$ cat src/rtl/if_id_queue_pkg.sv
// Shared pipeline constants for the IF/ID instruction queue: the NOP word,
// the queue state encodings and the stored entry layout.
package if_id_queue_pkg;

  // addi x0, x0, 0 -- presented to decode whenever the queue is empty
  localparam logic [31:0] NOP_INST = 32'h00000013;

  // Queue occupancy states; the encoding doubles as the entry count
  localparam logic [1:0] ST_EMPTY = 2'd0;
  localparam logic [1:0] ST_ONE   = 2'd1;
  localparam logic [1:0] ST_FULL  = 2'd2;

  // One fetched instruction together with its PC
  typedef struct packed {
    logic [31:0] pc;
    logic [31:0] inst;
  } if_id_entry_t;

  // Sequential PC of an instruction; the 32-bit add wraps naturally
  function automatic logic [31:0] pc_plus4(input logic [31:0] pc);
    return pc + 32'd4;
  endfunction

endpackage

$ cat src/rtl/if_id_queue.sv
// Two-entry IF/ID decoupling queue between fetch and decode. Fetch pushes
// PC/instruction pairs, decode pops the head; EX redirects flush everything.
module if_id_queue #(
  parameter int          DEPTH    = 2,
  parameter logic [31:0] NOP_INST = if_id_queue_pkg::NOP_INST
) (
  input  logic        CLK,
  input  logic        RESET,
  input  logic        FLUSH,
  input  logic        IN_VALID,
  output logic        IN_READY,
  input  logic [31:0] IN_PC,
  input  logic [31:0] IN_INST,
  output logic        OUT_VALID,
  input  logic        OUT_READY,
  output logic [31:0] OUT_PC,
  output logic [31:0] OUT_PC_PLUS4,
  output logic [31:0] OUT_INST,
  output logic [1:0]  COUNT
);

  import if_id_queue_pkg::*;

  logic [1:0]   state_q, state_d;
  logic         rd_ptr_q, rd_ptr_d;
  logic         wr_ptr_q, wr_ptr_d;
  if_id_entry_t entry_q [DEPTH];
  if_id_entry_t head;
  logic         push;
  logic         pop;

  // Handshakes: readiness only looks at occupancy, never at OUT_READY,
  // so a full queue refuses a push even when decode pops that cycle.
  assign IN_READY  = (state_q != ST_FULL);
  assign OUT_VALID = (state_q != ST_EMPTY);
  assign push      = IN_VALID && IN_READY;
  assign pop       = OUT_VALID && OUT_READY;
  assign COUNT     = state_q;

  // Head entry presented to decode, masked to a NOP bubble when empty
  always_comb begin
    head         = entry_q[rd_ptr_q];
    OUT_PC       = 32'd0;
    OUT_PC_PLUS4 = 32'd0;
    OUT_INST     = NOP_INST;
    if (OUT_VALID) begin
      OUT_PC       = head.pc;
      OUT_PC_PLUS4 = pc_plus4(head.pc);
      OUT_INST     = head.inst;
    end
  end

  // Next occupancy and pointers; a flush wins over any push or pop
  always_comb begin
    state_d  = state_q;
    rd_ptr_d = rd_ptr_q;
    wr_ptr_d = wr_ptr_q;
    if (FLUSH) begin
      state_d  = ST_EMPTY;
      rd_ptr_d = 1'b0;
      wr_ptr_d = 1'b0;
    end else begin
      if (push) wr_ptr_d = ~wr_ptr_q;
      if (pop)  rd_ptr_d = ~rd_ptr_q;
      case (state_q)
        ST_EMPTY: if (push) state_d = ST_ONE;
        ST_ONE: begin
          if (push && !pop)      state_d = ST_FULL;
          else if (pop && !push) state_d = ST_EMPTY;
        end
        ST_FULL:  if (pop) state_d = ST_ONE;
        default:  state_d = ST_EMPTY;
      endcase
    end
  end

  // Occupancy and pointer registers, cleared immediately by reset
  always_ff @(posedge CLK or posedge RESET) begin
    if (RESET) begin
      state_q  <= ST_EMPTY;
      rd_ptr_q <= 1'b0;
      wr_ptr_q <= 1'b0;
    end else begin
      state_q  <= state_d;
      rd_ptr_q <= rd_ptr_d;
      wr_ptr_q <= wr_ptr_d;
    end
  end

  // Entry storage is written only on an accepted push; stale data is
  // harmless because the output mask hides it while the queue is empty.
  always_ff @(posedge CLK) begin
    if (push && !FLUSH) begin
      entry_q[wr_ptr_q] <= '{pc: IN_PC, inst: IN_INST};
    end
  end

endmodule

$ cat config.mk
export PLATFORM = sky130hd
export DESIGN_NAME = if_id_queue
export DESIGN_NICKNAME = d
export VERILOG_FILES = /design/src/rtl/if_id_queue_pkg.sv /design/src/rtl/if_id_queue.sv
export SDC_FILE = /design/constraint.sdc
export NUM_CORES = 1
export LEC_CHECK = 0
export CAP_MARGIN = 10
export CORE_UTILIZATION = 31
export DETAILED_ROUTE_END_ITERATION = 6
export MAX_ROUTING_LAYER = met4
export PLACE_DENSITY = 0.59
export SETUP_SLACK_MARGIN = 0.05
export SLEW_MARGIN = 20
export SYNTH_ARGS = -nofsm -noshare
export SYNTH_HDL_FRONTEND = slang
export SYNTH_SLANG_ARGS = --single-unit
$ cat constraint.sdc
create_clock -name CLK -period 7.8 [get_ports CLK]
set_input_delay 0.78 -clock CLK [delete_from_list [all_inputs] [get_ports CLK]]
set_output_delay 0.78 -clock CLK [all_outputs]
set_load 0.005 [all_outputs]
==> impl_metrics.toml, run 1 <==
[die]
rows = 51
die_height_um = 143
start_util_pct = 31.6
coreArea_um2 = 19400
num_io_pins = 169
dieWidth_um = 143
die_area_um2 = 20400

[clock_network]
cts_made_buffers = 17
clk_pin_slew_ps = 60
clkLatencyLatePin_ps = 410
cts_max_level = 4
cts_tree = "built"
cts_root_buffer = "clkbuf_16"
postCtsHoldBufs = 0
cts.sinks = 132
clock_path_buffers = 2
cts_setup_buffers = 0
ctsResizeCount = 0

[power]
powerDensity_nw_per_um2 = 218
ir_worst_vdd_uv = 153
swShare_pct = 22.7
pwr-share-seq_pct = 44.0
power_switching_uw = 429
p_total_uw = 1890
intPower_uw = 1460
p_clk_share_pct = 40.8
p_comb_share_pct = 15.2
p_leak_uw = 0.00286

[drt]
vias = 4262
wl_per_cell_um = 16.6
drc = 0
drt_iter0_drc = 175
drt_wl_total_mm = 15.0
antenna_left = 0
routed_via_density = 4.70
dr.pass1.iters = 4

[cells_and_area]
final_nets = 700
multiInputGateArea_um2 = 2060
layout-drive-gt1-share_pct = 7.97
fillerInstances = 1782
final_cell_area_um2 = 8650
fin_util_pct = 44.6
area_growth_pct = 41.0
regArea_um2 = 3950

[placement]
dpl.hpwl_mm = 10.3
placed_area_um2 = 8080
io_buffers = 168
gp_congestion = 0.773

[synth]
ys_types = 49
netlist_top_cells_area = "edfxtp_1, mux2i_1, nor2_1"
yosys.area.top_type = "edfxtp_1"
yosys.area.top_type_share_pct = 62.7
synth.net_count = 531
synth-seq-cells = 132
ys_seq_area_share_pct = 64.3
ys_warn_count = 0
synth.avg_cell_area_um2 = 13.3
netlist_instances = 460
syn_area_um2 = 6130

[worst_setup_path]
critPathLaunchType = "flip-flop"
crit_fanout = 74
worstSetupPathType = "flip-flop to primary output"
endpoint_kind = "primary output"
worstPathRequired_ps = 7020
critPathArrivalTime_ps = 4210
reg2regPathDepth = 8

[grt]
grt_util_all_layers_pct = 15.8
grt_max_degree = 80
grt_pass1_vias = 4332
overflow = 0
grt_pass1_wl_mm = 23.2
antenna_found_initial = 1

[timing]
fin_tns_setup_ps = 0
max-slew-margin-rel_pct = 28.2
post-route-min-period_ps = 4990
max_freq_ghz = 0.201
finClkSkew_ps = 7.29
worstMarginPinSlew_ps = 1080
rsz0062_at_grt = "false"
finalCritPeriodShare_pct = 63.9
final-setup-viol-count = 0
maxSlewViolCount = 0
hold_viol = 0
hold_slack_ps = 554

[flow_run]
cap_viol_max_count = 0

[hold_path]
hp-class = "primary input to asynchronous set/reset pin"

[status]
status = "complete, no violations"
[synthesized netlist by cell type, drive strengths merged]
| cell | number |
|---|---|
| a211oi | 4 |
| nand3b | 3 |
| nor2 | 76 |
| and4 | 1 |
| xor2 | 6 |
| o31a | 2 |
| a221oi | 1 |
| a32o | 1 |
| nand4b | 5 |
| nor4 | 2 |
| a21boi | 1 |
| o22ai | 3 |
| or3 | 1 |
| clkinv | 1 |
| o31ai | 7 |
| dfrtp | 4 |
| and3 | 3 |
| a22oi | 2 |
| and2 | 5 |
| o21ai | 11 |
| nor2b | 1 |
| ha | 2 |
| o21a | 1 |
| edfxtp | 128 |
| nor3 | 10 |
| nand4 | 10 |
| inv | 7 |
| clkbuf | 6 |
| nand2 | 32 |
| mux2i | 60 |
| xnor2 | 11 |
| a31oi | 4 |
| nand3 | 15 |
| o22a | 3 |
| nand2b | 3 |
| nor3b | 1 |
| mux2 | 6 |
| a21oi | 5 |
| buf | 16 |
[cells by family after synthesis]
group | synth area share, %
simple gates | 13.9
fa+ha+maj | 0.408
flops | 64.3
mux | 10.9
compound gates | 5.59
xor+xnor | 2.43
buf+inv | 2.47
[power by group through the flow]
stage	clock network, uW	registers [uW]	logic (uW)
floorplan	0	841	138
global placement	0	844	287
detailed placement	0	846	289
CTS	788	831	291
global route	815	834	313
finish	770	831	287
[through the flow]
stage / worst slack [ps] / std cells
6_report: 2810 / 906
5_1_grt: 2540 / 906
4_1_cts: 2790 / 905
3_5_place_dp: 3250 / 875
3_3_place_gp: 3310 / 875
2_1_floorplan: 1630 / 460
[per-layer routing]
metal	vias up	wire length, um	global-route usage [%]
li1	2055	-	-
met1	2033	6560	19.3
met2	157	6910	23.5
met3	17	1340	5.94
met4	0	195	6.56
met5	-	0	-
[state kept, by name, indices dropped and copies added (netlist names)]
signal,cells
rd_ptr_q,1
entry_q,128
wr_ptr_q,1
COUNT,2
[worst paths after layout]
kind	slack, ps	start	to
max reg2reg	4610	COUNT[1]$_DFFE_PP0P_	COUNT[1]$_DFFE_PP0P_
max in group asynchronous	7070	RESET	rd_ptr_q$_DFFE_PP0P_
max	2810	rd_ptr_q$_DFFE_PP0P_	OUT_PC_PLUS4[26]
min	550	RESET	COUNT[1]$_DFFE_PP0P_
min in group CLK	590	wr_ptr_q$_DFFE_PP0P_	wr_ptr_q$_DFFE_PP0P_
min reg2reg	590	wr_ptr_q$_DFFE_PP0P_	wr_ptr_q$_DFFE_PP0P_
[cell usage in the layout, fill, tap and decap left out, types with 2 or more instances in the layout]
cell and n:
nor4_1 2, nand4b_4 2, inv_1 7, o31ai_1 7, clkbuf_16 17, buf_4 4, nand2_1 32, mux2_2 6
nand4_4 2, clkinvlp_4 3, a31oi_1 4, edfxtp_1 128, nor2_1 75, a21oi_1 5, o31a_1 2, o22ai_1 3
nand4_2 2, mux2i_1 60, nor3_1 9, dfrtp_1 3, clkinv_2 4, ha_1 2, a211oi_1 3, nand4_1 6
bufinv_16 3, o21ai_0 11, xnor2_1 11, nand4b_1 3, and3_1 3, nand3b_1 2, nand2b_1 3, nand3_1 15
clkinv_1 3, clkdlybuf4s50_1 168, xor2_1 6, o22a_1 3, and2_1 5
[area by class of cell]
type,instances,area share [%]
clock inverter,12,1.62
inverter,8,0.347
multi-input combinational,298,23.8
sequential,132,45.6
antenna,1,0.0289
tap,265,3.83
timing repair buffer,172,19.8
clock buffer,18,4.96
[worst max-delay path, cell delays in order (launching register included)]
cell and delay (ps):
dfrtp_4 640, buf_4 830, nand4_2 290, a211oi_4 450, nand4_2 320, or3_1 450, a21oi_1 150, clkdlybuf4s50_1 520
No activity file was read; power rests on OpenSTA's default activity.
==> inputs of run 2 (changes only) <==
- PLACE_DENSITY: 0.59 -> 0.61
- clock period: 7.8 -> 4.3 ns (I/O delays scaled with it)
==> run 2 against run 1 <==
Register-to-register slack worse by 2600 ps. Utilization up 0.65 points. Highest routed layer unchanged. Final area up 1.5%. Final cell count up 0.44%. Non-clock buffer count up 3.
==> impl_metrics.toml, run 2 (synthesis gave the netlist of run 1 again) <==
[timing]
fin_tns_setup_ps = 0
worstMarginPinSlew_ps = 938
hold_slack_ps = 211
final-setup-viol-count = 0
max-slew-margin-rel_pct = 37.5
rsz0062_at_grt = "false"
finalCritPeriodShare_pct = 90.9
finClkSkew_ps = 5.69
post-route-min-period_ps = 3910
hold_viol = 0
max_freq_ghz = 0.256
maxSlewViolCount = 0

[worst_setup_path]
crit_fanout = 34
regToRegSetupSlack_ps = 2010
worstSetupPathType = "flip-flop to primary output"
critPathLaunchType = "flip-flop"
worstPathRequired_ps = 3870
r2r-start = "COUNT[0]$_DFFE_PP0P_"
r2r-end = "entry_q[1][28]$_DFFE_PP_"
endpoint_kind = "primary output"
critPathArrivalTime_ps = 3480
cp-startpoint = "rd_ptr_q$_DFFE_PP0P_"
endpoint = "OUT_PC_PLUS4[29]"
reg2regPathDepth = 4

[hold_path]
hp-class = "primary input to asynchronous set/reset pin"

[drt]
drt_wl_total_mm = 15.5
antenna_left = 0
wl_per_cell_um = 17.0
drt_iter0_drc = 257
vias = 4266
dr.pass1.iters = 4
routed_via_density = 4.69
drc = 0

[placement]
dp.cells = 878
dpl.hpwl_mm = 10.6
gp_congestion = 0.777
io_buffers = 168

[clock_network]
cts_made_buffers = 17
cts_tree = "built"
cts_setup_buffers = 0
postCtsHoldBufs = 0
clk_pin_slew_ps = 60
cts_max_level = 4
clkLatencyLatePin_ps = 410
clock_path_buffers = 2
cts.sinks = 132
cts_root_buffer = "clkbuf_16"
ctsResizeCount = 0

[grt]
grt_pass1_vias = 4420
grt_max_degree = 79
antenna_found_initial = 1
overflow = 0
grt_pass1_wl_mm = 23.8
grt_util_all_layers_pct = 16.3

[cells_and_area]
fin_cells = 910
top_register = "entry_q"
final_nets = 703
layout_commonest_cell = "clkdlybuf4s50_1"
layout-drive-gt1-share_pct = 9.01
area_growth_pct = 43.1
largest_reg_flops = 128
fin_util_pct = 45.2
mostFrequentLayoutCells = "clkdlybuf4s50_1, edfxtp_1, nor2_1"

[flow_run]
cap_viol_max_count = 0

[power]
ir_worst_vdd_uv = 254
p_leak_uw = 0.00292
p_total_uw = 3650
powerDensity_nw_per_um2 = 416

[status]
status = "complete, no violations"

[die]
coreArea_um2 = 19400
start_util_pct = 31.6
die_area_um2 = 20400
die_height_um = 143
rows = 51
dieWidth_um = 143
num_io_pins = 169
[run 2: per-layer routing]
| layer | up-vias | part of all wire, % | GRT usage (%) |
|---|---|---|---|
| met4 | 0 | 0.99 | 5.04 |
| met5 | - | 0 | - |
| met3 | 14 | 7.5 | 5.73 |
| met2 | 129 | 48 | 25.8 |
| li1 | 2063 | - | - |
| met1 | 2060 | 43 | 19.3 |
[run 2: how the worst min path moves through the flow]
stage,startpoint,cells after the start,slack [ps],end
global placement,wr_ptr_q$_DFFE_PP0P_,2,600,wr_ptr_q$_DFFE_PP0P_
CTS,RESET,2,200,rd_ptr_q$_DFFE_PP0P_
global route,RESET,2,220,rd_ptr_q$_DFFE_PP0P_
floorplan,RESET,1,200,COUNT[0]$_DFFE_PP0P_
detailed placement,wr_ptr_q$_DFFE_PP0P_,2,630,wr_ptr_q$_DFFE_PP0P_
finish,RESET,2,210,rd_ptr_q$_DFFE_PP0P_
[run 2: through the flow]
stage               worst slack [ps]  cell area (um2)
finish                           393             8780
global route                     221             8780
CTS                              362             8770
detailed placement               813             8110
global placement                 868             8110
floorplan                        537             6140
[run 2: area by class of cell]
class,count,area (um2)
diodes,1,2.50
flip-flops and latches,132,3950
well taps,265,332
clock inverters,14,235
repair buffers,175,1730
multi-input cells,298,2070
clock buffers,17,425
fillers,1821,10600
inverters,8,30.0
[run 2: critical path, stage by stage, from the launching register on]
cell and delay [ps]:
dfrtp_4 660, buf_4 300, nand4b_4 230, a221oi_4 540, nand4_4 230, o31a_1 350, nor3_1 190, clkdlybuf4s50_1 540
[run 2: where the power goes]
group          leakage (uW)  internal [uW]  switching [uW]  total (uW)
Combinational       0.00138            279             243         522
Clock              0.000315           1080             540        1620
Sequential          0.00123           1470            35.3        1510
==> inputs of run 3 (changes only) <==
- CORE_MARGIN: not set -> 1.5
==> run 3 against run 2 <==
Critical path depth up 1. Clock power shrank 9%. Flip-flop and latch count unchanged. Clock-buffer cell count rose by 2. Largest power group is now registers.
==> impl_metrics.toml, run 3 (synthesis gave the netlist of run 1 again) <==
[status]
status = "complete, no violations"

[timing]
rsz0062_at_grt = "false"
max-slew-margin-rel_pct = 37.7
post-route-min-period_ps = 4020
fin_tns_setup_ps = 0
hold_viol = 0
final-setup-viol-count = 0
finalCritPeriodShare_pct = 93.5
worstMarginPinSlew_ps = 935
fin_ws_ps = 278
finClkSkew_ps = 4.25
hold_slack_ps = 221
maxSlewViolCount = 0
max_freq_ghz = 0.249

[drt]
vias = 4310
dr.pass1.iters = 5
drt_wl_total_mm = 15.4
antenna_left = 0
drt_iter0_drc = 234
wl_per_cell_um = 16.8
routed_via_density = 4.73
drc = 0

[grt]
grt_max_degree = 79
grt_pass1_wl_mm = 23.8
antenna_found_initial = 3
grt_pass1_vias = 4434
overflow = 0
grt_util_all_layers_pct = 15.8

[clock_network]
cts_max_level = 4
cts_root_buffer = "clkbuf_16"
clk_pin_slew_ps = 60
clkLatencyLatePin_ps = 410
cts.sinks = 132
cts_made_buffers = 17
clock_path_buffers = 2
cts_tree = "built"

[power]
p_leak_uw = 0.00289
powerDensity_nw_per_um2 = 401
ir_worst_vdd_uv = 276

[die]
num_io_pins = 169
coreArea_um2 = 19500
dieWidth_um = 144
die_area_um2 = 20600
start_util_pct = 31.5
rows = 51
die_height_um = 144

[worst_setup_path]
crit_fanout = 44
crit_path_max_incr_delay_ps = 820
critPathLaunchType = "flip-flop"
cpMaxStageDelayCell = "dfrtp_4"
worstSetupPathType = "flip-flop to primary output"
worstPathRequired_ps = 3870
critPathArrivalTime_ps = 3590
endpoint_kind = "primary output"
path_cells = "mux2_2 -> ha_1 -> inv_1 -> a211oi_1 -> nand4_2 -> or3_1 -> a21oi_1 -> clkdlybuf4s50_1"

[cells_and_area]
fillerInstances = 1794
layout_commonest_cell = "clkdlybuf4s50_1"
mostFrequentLayoutCells = "clkdlybuf4s50_1, edfxtp_1, nor2_1"
final_nets = 702
area_growth_pct = 42.0
layout-drive-gt1-share_pct = 7.92
largest_reg_flops = 128
top_register = "entry_q"

[placement]
io_buffers = 168
dp_slack_ps = 718
gp_congestion = 0.763
dpl.hpwl_mm = 10.5

[hold_path]
hp-class = "primary input to asynchronous set/reset pin"

[flow_run]
cap_viol_max_count = 0
==> run 3: changes by cell type in the layout (fill, tap and decap cells not counted), moves of 2 or more <==
cell       previous run  this run
bufinv_16             6         4
clkbuf_1              0         2
clkinv_4              2         0
diode_2               1         3
clkinv_1              1         6
buf_4                 7         5
==> run 3: timing repair <==
item | 4_1_cts | 5_1_grt
buffers inserted | 0 | 0
endpoints found under the setup margin | 0 | 1
hold buffers | 0 | 0
gates resized for setup | 0 | 1
==> run 3: critical path, delay by kind of cell, from the launching register on <==
kind	cells	cell delay [ps]
buffers and inverters	2	610
AND/OR/NAND/NOR	2	760
AO/OA/AOI/OAI	2	500
adder cells (fa/ha/maj)	1	190
multiplexers	1	300
flip-flops	1	820
==> run 3: layout make-up <==
class | instances | area, um2 | share of cell area, %
Timing Repair Buffer | 174 | 1730 | 19.9
Tap cell | 265 | 332 | 3.81
Inverter | 8 | 30.0 | 0.345
Multi-Input combinational cell | 298 | 2070 | 23.8
Antenna cell | 3 | 7.51 | 0.0862
Sequential cell | 132 | 3950 | 45.3
Clock buffer | 19 | 433 | 4.97
Clock inverter | 13 | 164 | 1.88
==> run 3: metal layers <==
metal  vias up  share of wire [%]  global-route usage, %
met3        13                8.0                   5.76
met4         0                1.1                   4.67
met2       143                 48                   24.9
met5         -                  0                      -
met1      2095                 43                   19.0
li1       2059                  -                      -
==> run 3: worst paths after layout <==
kind,startpoint,to,slack [ps],cells after the start
worst max-delay path,rd_ptr_q$_DFFE_PP0P_,OUT_PC_PLUS4[26],280,8
worst min-delay path,RESET,COUNT[0]$_DFFE_PP0P_,220,2
worst max register to register,COUNT[0]$_DFFE_PP0P_,entry_q[1][10]$_DFFE_PP_,2000,4
worst min register to register,wr_ptr_q$_DFFE_PP0P_,wr_ptr_q$_DFFE_PP0P_,630,2
max in group asynchronous,RESET,rd_ptr_q$_DFFE_PP0P_,3910,2
min in group CLK,IN_PC[31],entry_q[1][63]$_DFFE_PP_,600,1
==> run 3: through the flow <==
stage,util (%),area (um2),total power (uW),cells
6_report,44.8,8710,3500,912
5_1_grt,44.8,8710,3640,912
4_1_cts,44.7,8700,3540,909
3_5_place_dp,41.6,8110,2060,877
3_3_place_gp,41.6,8110,2050,877
2_1_floorplan,-,6140,1770,460
==> run 3: where the power goes <==
| part | switching [uW] | internal [uW] |
|---|---|---|
| clock | 509 | 957 |
| combinational | 239 | 279 |
| sequential | 39.3 | 1480 |
| total | 787 | 2710 |
